## config.mk

```make
export PLATFORM = sky130hd
export DESIGN_NAME = tdm_demux_1x4_flat
export DESIGN_NICKNAME = d
export VERILOG_FILES = /design/src/rtl/tdm_demux_1x4_pkg.sv /design/src/rtl/tdm_demux_1x4_if.sv /design/src/rtl/tdm_demux_1x4_ctrl.sv /design/src/rtl/tdm_demux_1x4.sv /design/src/flat_wrapper.sv
export SDC_FILE = /design/constraint.sdc
export NUM_CORES = 1
export LEC_CHECK = 0
export CAP_MARGIN = 20
export CELL_PAD_IN_SITES_DETAIL_PLACEMENT = 1
export CELL_PAD_IN_SITES_GLOBAL_PLACEMENT = 1
export CORE_MARGIN = 2
export CORE_UTILIZATION = 42
export CTS_BUF_LIST = sky130_fd_sc_hd__clkbuf_4 sky130_fd_sc_hd__clkbuf_8
export DETAILED_ROUTE_END_ITERATION = 8
export PLACE_DENSITY_LB_ADDON = 0.1
export SLEW_MARGIN = 20
export SYNTH_ARGS = -nofsm -noshare
export SYNTH_HDL_FRONTEND = slang
export SYNTH_SLANG_ARGS = --single-unit
```

## constraint.sdc

```tcl
create_clock -name clk -period 3.9 [get_ports clk]
set_input_delay 0.585 -clock clk [delete_from_list [all_inputs] [get_ports clk]]
set_output_delay 0.585 -clock clk [all_outputs]
set_load 0.05 [all_outputs]
```

## src/rtl/tdm_demux_1x4_pkg.sv

```systemverilog
// Shared definitions for the 1:4 TDM demultiplexer: frame geometry and FSM encoding.
package tdm_demux_1x4_pkg;

  localparam int FRAME_LEN = 4;
  localparam int CNT_W     = 2;

  typedef enum logic {
    HUNT   = 1'b0,
    LOCKED = 1'b1
  } state_t;

endpackage

```

## src/rtl/tdm_demux_1x4_if.sv

```systemverilog
// TDM input stream plus rebuilt-frame outputs of the 1:4 demultiplexer.
interface tdm_demux_1x4_if #(
  parameter int W = 1
);

  logic [W-1:0] din;
  logic         din_valid;
  logic         din_sync;
  logic [W-1:0] y0;
  logic [W-1:0] y1;
  logic [W-1:0] y2;
  logic [W-1:0] y3;
  logic         frame_valid;
  logic         locked;
  logic         sync_err;

  // Source side: drives the TDM beats and observes the rebuilt frame.
  modport master (
    output din, din_valid, din_sync,
    input  y0, y1, y2, y3, frame_valid, locked, sync_err
  );

  // Demultiplexer side.
  modport slave (
    input  din, din_valid, din_sync,
    output y0, y1, y2, y3, frame_valid, locked, sync_err
  );

endinterface

```

## src/rtl/tdm_demux_1x4_ctrl.sv

```systemverilog
// Frame-alignment FSM and slot counter; emits shadow write-enables, frame load and error pulse.
module tdm_demux_ctrl
  import tdm_demux_1x4_pkg::*;
(
  input  logic                 clk,
  input  logic                 rst,
  input  logic                 din_valid,
  input  logic                 din_sync,
  output logic [FRAME_LEN-2:0] sh_we,
  output logic                 frame_load,
  output logic                 err_pulse,
  output logic                 locked
);

  state_t           state, state_nxt;
  logic [CNT_W-1:0] cnt, cnt_nxt;

  // NOTE: sequential state uses non-blocking assignments so every register
  // samples pre-edge values regardless of process ordering.
  always_ff @(posedge clk) begin
    if (rst) begin
      state <= HUNT;
      cnt   <= '0;
    end else begin
      state <= state_nxt;
      cnt   <= cnt_nxt;
    end
  end

  // NOTE: every output of this block gets a default before any branch, so no
  // path leaves a signal unassigned and no latch is inferred.
  always_comb begin
    state_nxt  = state;
    cnt_nxt    = cnt;
    sh_we      = '0;
    frame_load = 1'b0;
    err_pulse  = 1'b0;

    if (din_valid) begin
      unique case (state)
        HUNT: begin
          if (din_sync) begin
            sh_we[0]  = 1'b1;
            cnt_nxt   = CNT_W'(1);
            state_nxt = LOCKED;
          end
        end

        LOCKED: begin
          if (din_sync) begin
            // Early sync drops the partial frame and restarts from slot 0.
            err_pulse = (cnt != '0);
            sh_we[0]  = 1'b1;
            cnt_nxt   = CNT_W'(1);
          end else if (cnt == '0) begin
            err_pulse = 1'b1;
            state_nxt = HUNT;
          end else if (cnt == CNT_W'(FRAME_LEN - 1)) begin
            frame_load = 1'b1;
            cnt_nxt    = '0;
          end else begin
            sh_we[cnt] = 1'b1;
            cnt_nxt    = cnt + CNT_W'(1);
          end
        end

        default: state_nxt = HUNT;
      endcase
    end
  end

  assign locked = (state == LOCKED);

endmodule

```

## src/rtl/tdm_demux_1x4.sv

```systemverilog
// 1:4 TDM demultiplexer: shadows slots 0..2, then loads all four channel outputs at once.
module tdm_demux_1x4
  import tdm_demux_1x4_pkg::*;
#(
  parameter int W = 1
) (
  input logic             clk,
  input logic             rst,
  tdm_demux_1x4_if.slave  bus
);

  logic [FRAME_LEN-2:0] sh_we;
  logic                 frame_load;
  logic                 err_pulse;
  logic [W-1:0]         sh0, sh1, sh2;
  logic [W-1:0]         y0_q, y1_q, y2_q, y3_q;
  logic                 frame_valid_q;
  logic                 sync_err_q;

  tdm_demux_ctrl u_ctrl (
    .clk        (clk),
    .rst        (rst),
    .din_valid  (bus.din_valid),
    .din_sync   (bus.din_sync),
    .sh_we      (sh_we),
    .frame_load (frame_load),
    .err_pulse  (err_pulse),
    .locked     (bus.locked)
  );

  always_ff @(posedge clk) begin
    if (rst) begin
      sh0 <= '0;
      sh1 <= '0;
      sh2 <= '0;
    end else begin
      if (sh_we[0]) sh0 <= bus.din;
      if (sh_we[1]) sh1 <= bus.din;
      if (sh_we[2]) sh2 <= bus.din;
    end
  end

  // Outputs only move on a completed frame, so a partial frame is never visible.
  always_ff @(posedge clk) begin
    if (rst) begin
      y0_q          <= '0;
      y1_q          <= '0;
      y2_q          <= '0;
      y3_q          <= '0;
      frame_valid_q <= 1'b0;
      sync_err_q    <= 1'b0;
    end else begin
      frame_valid_q <= frame_load;
      sync_err_q    <= sync_err_q | err_pulse;
      if (frame_load) begin
        y0_q <= sh0;
        y1_q <= sh1;
        y2_q <= sh2;
        y3_q <= bus.din;
      end
    end
  end

  assign bus.y0          = y0_q;
  assign bus.y1          = y1_q;
  assign bus.y2          = y2_q;
  assign bus.y3          = y3_q;
  assign bus.frame_valid = frame_valid_q;
  assign bus.sync_err    = sync_err_q;

endmodule

```

## src/flat_wrapper.sv

```systemverilog
// flat-port wrapper written by rule: the top's interface ports become plain ports
module tdm_demux_1x4_flat import tdm_demux_1x4_pkg::*;
#(
  parameter int W = 1
)
  (clk, rst, bus_din, bus_din_valid, bus_din_sync, bus_y0, bus_y1, bus_y2, bus_y3, bus_frame_valid, bus_locked, bus_sync_err);
  tdm_demux_1x4_if #(.W(W)) bus_i ();
  input logic clk;
  input logic rst;
  input wire logic [$bits(bus_i.din)-1:0] bus_din;
  input wire logic [$bits(bus_i.din_valid)-1:0] bus_din_valid;
  input wire logic [$bits(bus_i.din_sync)-1:0] bus_din_sync;
  output wire logic [$bits(bus_i.y0)-1:0] bus_y0;
  output wire logic [$bits(bus_i.y1)-1:0] bus_y1;
  output wire logic [$bits(bus_i.y2)-1:0] bus_y2;
  output wire logic [$bits(bus_i.y3)-1:0] bus_y3;
  output wire logic [$bits(bus_i.frame_valid)-1:0] bus_frame_valid;
  output wire logic [$bits(bus_i.locked)-1:0] bus_locked;
  output wire logic [$bits(bus_i.sync_err)-1:0] bus_sync_err;
  assign bus_i.din = bus_din;
  assign bus_i.din_valid = bus_din_valid;
  assign bus_i.din_sync = bus_din_sync;
  assign bus_y0 = bus_i.y0;
  assign bus_y1 = bus_i.y1;
  assign bus_y2 = bus_i.y2;
  assign bus_y3 = bus_i.y3;
  assign bus_frame_valid = bus_i.frame_valid;
  assign bus_locked = bus_i.locked;
  assign bus_sync_err = bus_i.sync_err;
  tdm_demux_1x4 #(.W(W)) u_core (.clk(clk), .rst(rst), .bus(bus_i));
endmodule
```

==> flow_metrics.env <==
export IMPL_status="finished, final reports clean"
export IMPL_final_cell_area_um2=731
export IMPL_clock_latency_ns=0.28
export IMPL_power_density_mw_per_mm2=352
export IMPL_start_util_pct=45.1
export IMPL_drv_slew=0
export IMPL_grt_max_degree=14
export IMPL_synth_adder_area_share_pct=12.6
export IMPL_swShare_pct=24.9
export IMPL_routedWlPerCell_um=13.3
export IMPL_crit_required_ns=3.31
export IMPL_synth_area_mux_share_pct=10.1
export IMPL_max_freq_mhz=435
export IMPL_ys_ff_latch=12
export IMPL_place_gp_congestion=0.684
export IMPL_synthTopCellsByArea="dfxtp_1, ha_1, mux2i_1, nor2_1, nand3b_4"
export IMPL_cts_sink_count=12
export IMPL_fin_skew_ns=0.00320
export IMPL_maxCapViolCount=0
export IMPL_fillers=152
export IMPL_leakage_nw=0.345
export IMPL_yosys_area_share_xor_xnor_pct=0
export IMPL_yosysTopAreaCell="dfxtp_1"
export IMPL_p_int_mw=0.193
export IMPL_cts_tree="built"
export IMPL_grt_pass1_vias=436
export IMPL_num_vias=445
export IMPL_antenna_diode_count=0
export IMPL_seq_power_share_pct=50.1
export IMPL_post_route_util_pct=55.5
export IMPL_critPathMaxStageDelay_ns=0.88
export IMPL_clk_pin_slew_ns=0.08
export IMPL_finalHoldViolCount=0
export IMPL_netlist_instances=58
export IMPL_p_comb_share_pct=10.2
export IMPL_cts_hold_buffers_added=0
export IMPL_dp_hpwl_um=824
export IMPL_grt_use_total_pct=15.7
export IMPL_r2r_cells=5
export IMPL_r2r_start="u_core.u_ctrl.cnt[0]"
export IMPL_synth_compound_area_share_pct=8.42
export IMPL_yosys_warnings=0
export IMPL_cts_buffer_depth=2
export IMPL_holdPathEnd="u_core.sh0"
export IMPL_ir_worst_vdd_mv=0.230
export IMPL_fin_crit_sh_pct=58.9
export IMPL_reg2reg_slack_ns=2.30
export IMPL_rsz0062_at_grt="no"
export IMPL_setup_viol=0
export IMPL_multi_input_area_um2=310
export IMPL_crit_path_end_kind="output pin"
export IMPL_worstSetupPathType="flip-flop to output pin"
export IMPL_yosysSeqAreaShare_pct=40.4
export IMPL_synth_top_area_share_pct=40.4
export IMPL_period_needed_ns=2.30
export IMPL_post_cts_buffers=0
export IMPL_avgSynthCellArea_um2=10.2
export IMPL_synth_top_family_by_area="simple AND/OR/NAND/NOR gates"
export IMPL_drt_wl_total_um=1130
export IMPL_critPathBufInv=1
export IMPL_crit_family="buffers and inverters"
export IMPL_setup_tns_ns=0
export IMPL_portBuffers=11
export IMPL_via_per_inst=5.24
export IMPL_clockRootBuffer="clkbuf_4"
export IMPL_die_y_um=41.6
export IMPL_grt_ovfl_total=0
export IMPL_crit_fanout=10
export IMPL_antenna_found_initial=0
export IMPL_worst_slew_pin_slew_ns=0.509
export IMPL_r2r_end="u_core.u_ctrl.cnt[1]"
export IMPL_htreeDepth=1
export IMPL_seqCellArea_um2=240
export IMPL_firstDrtPassIters=1
export IMPL_syn_area_um2=594
export IMPL_synth_simple_gate_area_share_pct=21.1
export IMPL_power_frac_clock_pct=39.7
export IMPL_first_iter_violations=0
export IMPL_crit_arrival_ns=1.71
export IMPL_drive_gt1_share_pct=8.57
export IMPL_cp_cell_sequence="clkdlybuf4s50_1"
export IMPL_cp_slowest_cell="clkdlybuf4s50_1"
export IMPL_startpoint_type="flip-flop"
export IMPL_ant_nets=0
export IMPL_core_mm2=0.00132
export IMPL_synth_nets=69
export IMPL_hold_depth=2
export IMPL_drc_errors=0
export IMPL_io_pins=12
export IMPL_syn_to_final_growth_pct=22.9
export IMPL_power_switching_mw=0.0641
export IMPL_fp_row_count=13
export IMPL_slew_headroom_pct=66.0
export IMPL_holdCritStartpoint="u_core.sh0"
export IMPL_synth_cell_types=22
export IMPL_nets=82
export IMPL_dieArea_mm2=0.00173
export IMPL_power_mw=0.257
export IMPL_fp_dieW_um=41.6
export IMPL_cts_buffers=3
export IMPL_grt_pass1_wl_um=1930
export IMPL_placed_cell_area_um2=694
export IMPL_hold_path_class="flip-flop to flip-flop"
export IMPL_cts_resized=0
worst reg2reg max path, delay by kind of cell, from the launching register on:
family | cells | cell delay, ns
buffers and inverters | 1 | 0.11
adders and majority gates | 1 | 0.26
DFF | 1 | 0.45
and+or+nand+nor | 2 | 0.64
AOI/OAI and AO/OA | 1 | 0.07
placed cells by master (no fill, tap or decap), drive strengths merged:
cell type	n
a21boi	1
a21oi	3
a311oi	1
a31oi	1
clkbuf	4
clkdlybuf4s50	11
dfxtp	12
ha	6
inv	4
mux2i	6
nand2	3
nand3	1
nand3b	1
nand4b	3
nor2	8
nor4b	1
o21ai	1
o31ai	1
or2b	1
or4b	1
synth_stat cells, drive strengths merged:
master  number
o21ai        1
clkbuf       2
a311oi       1
a21boi       1
nor2         8
nand3        1
ha           6
or2b         1
nor4b        1
nand2        3
o31ai        1
buf          1
a31oi        1
inv          4
or4b         1
mux2i        6
a21oi        3
dfxtp       12
nand4b       3
nand3b       1
cells by family (layout without fill, tap and decap cells):
group,count (synthesis),after routing
simple gates,19,19
fa+ha+maj,6,6
flops,12,12
buf+inv,7,19
compound gates,8,8
mux,6,6
state kept, by name, summed over array words and instances (netlist names):
register,cells
u_core.u_ctrl.cnt,2
u_core.bus.frame_valid,1
u_core.bus.sync_err,1
u_core.bus.y0,1
u_core.bus.y1,1
u_core.bus.y2,1
u_core.bus.y3,1
u_core.sh0,1
u_core.sh1,1
u_core.sh2,1
u_core.u_ctrl.locked,1
power groups by stage:
stage          registers (mW)  clock network, mW  logic [mW]
2_1_floorplan           0.134                  0      0.0156
3_3_place_gp            0.132                  0      0.0261
3_5_place_dp            0.132                  0      0.0264
4_1_cts                 0.129              0.108      0.0267
5_1_grt                 0.130              0.112      0.0291
6_report                0.129              0.102      0.0261
per-stage QoR:
stage / hold WS (ns) / setup slack, ns / cells
after floorplan: 0.436 / 2.40 / 58
after global placement: 0.447 / 1.85 / 81
after detailed placement: 0.463 / 1.83 / 81
after CTS: 0.474 / 1.58 / 85
after global routing: 0.508 / 1.50 / 85
final: 0.468 / 1.60 / 85
routing by layer:
layer,vias up,global-route usage [%],routed length (um)
li1,223,-,-
met4,0,15.5,48
met1,209,16.5,517
met2,8,24.7,532
met5,-,0,0
met3,5,3.91,34
final cells by class:
class	instances	area share [%]
Multi-Input combinational cell	39	42.5
Sequential cell	12	32.9
Timing Repair Buffer	11	15.1
Clock buffer	4	4.97
Tap cell	15	2.57
Inverter	4	2.05
how the worst max path moves through the flow:
stage | start | to | slack [ns] | cells past startpoint
3_3_place_gp | bus_din_valid | u_core.u_ctrl.cnt[1] | 1.85 | 4
2_1_floorplan | u_core.u_ctrl.locked | u_core.u_ctrl.cnt[1] | 2.40 | 4
3_5_place_dp | bus_din_valid | u_core.u_ctrl.cnt[1] | 1.83 | 4
6_report | u_core.u_ctrl.locked | bus_locked | 1.60 | 1
4_1_cts | u_core.u_ctrl.locked | bus_locked | 1.58 | 1
5_1_grt | u_core.u_ctrl.locked | bus_locked | 1.50 | 1
Note: power is estimated with default switching activity, not from simulation.
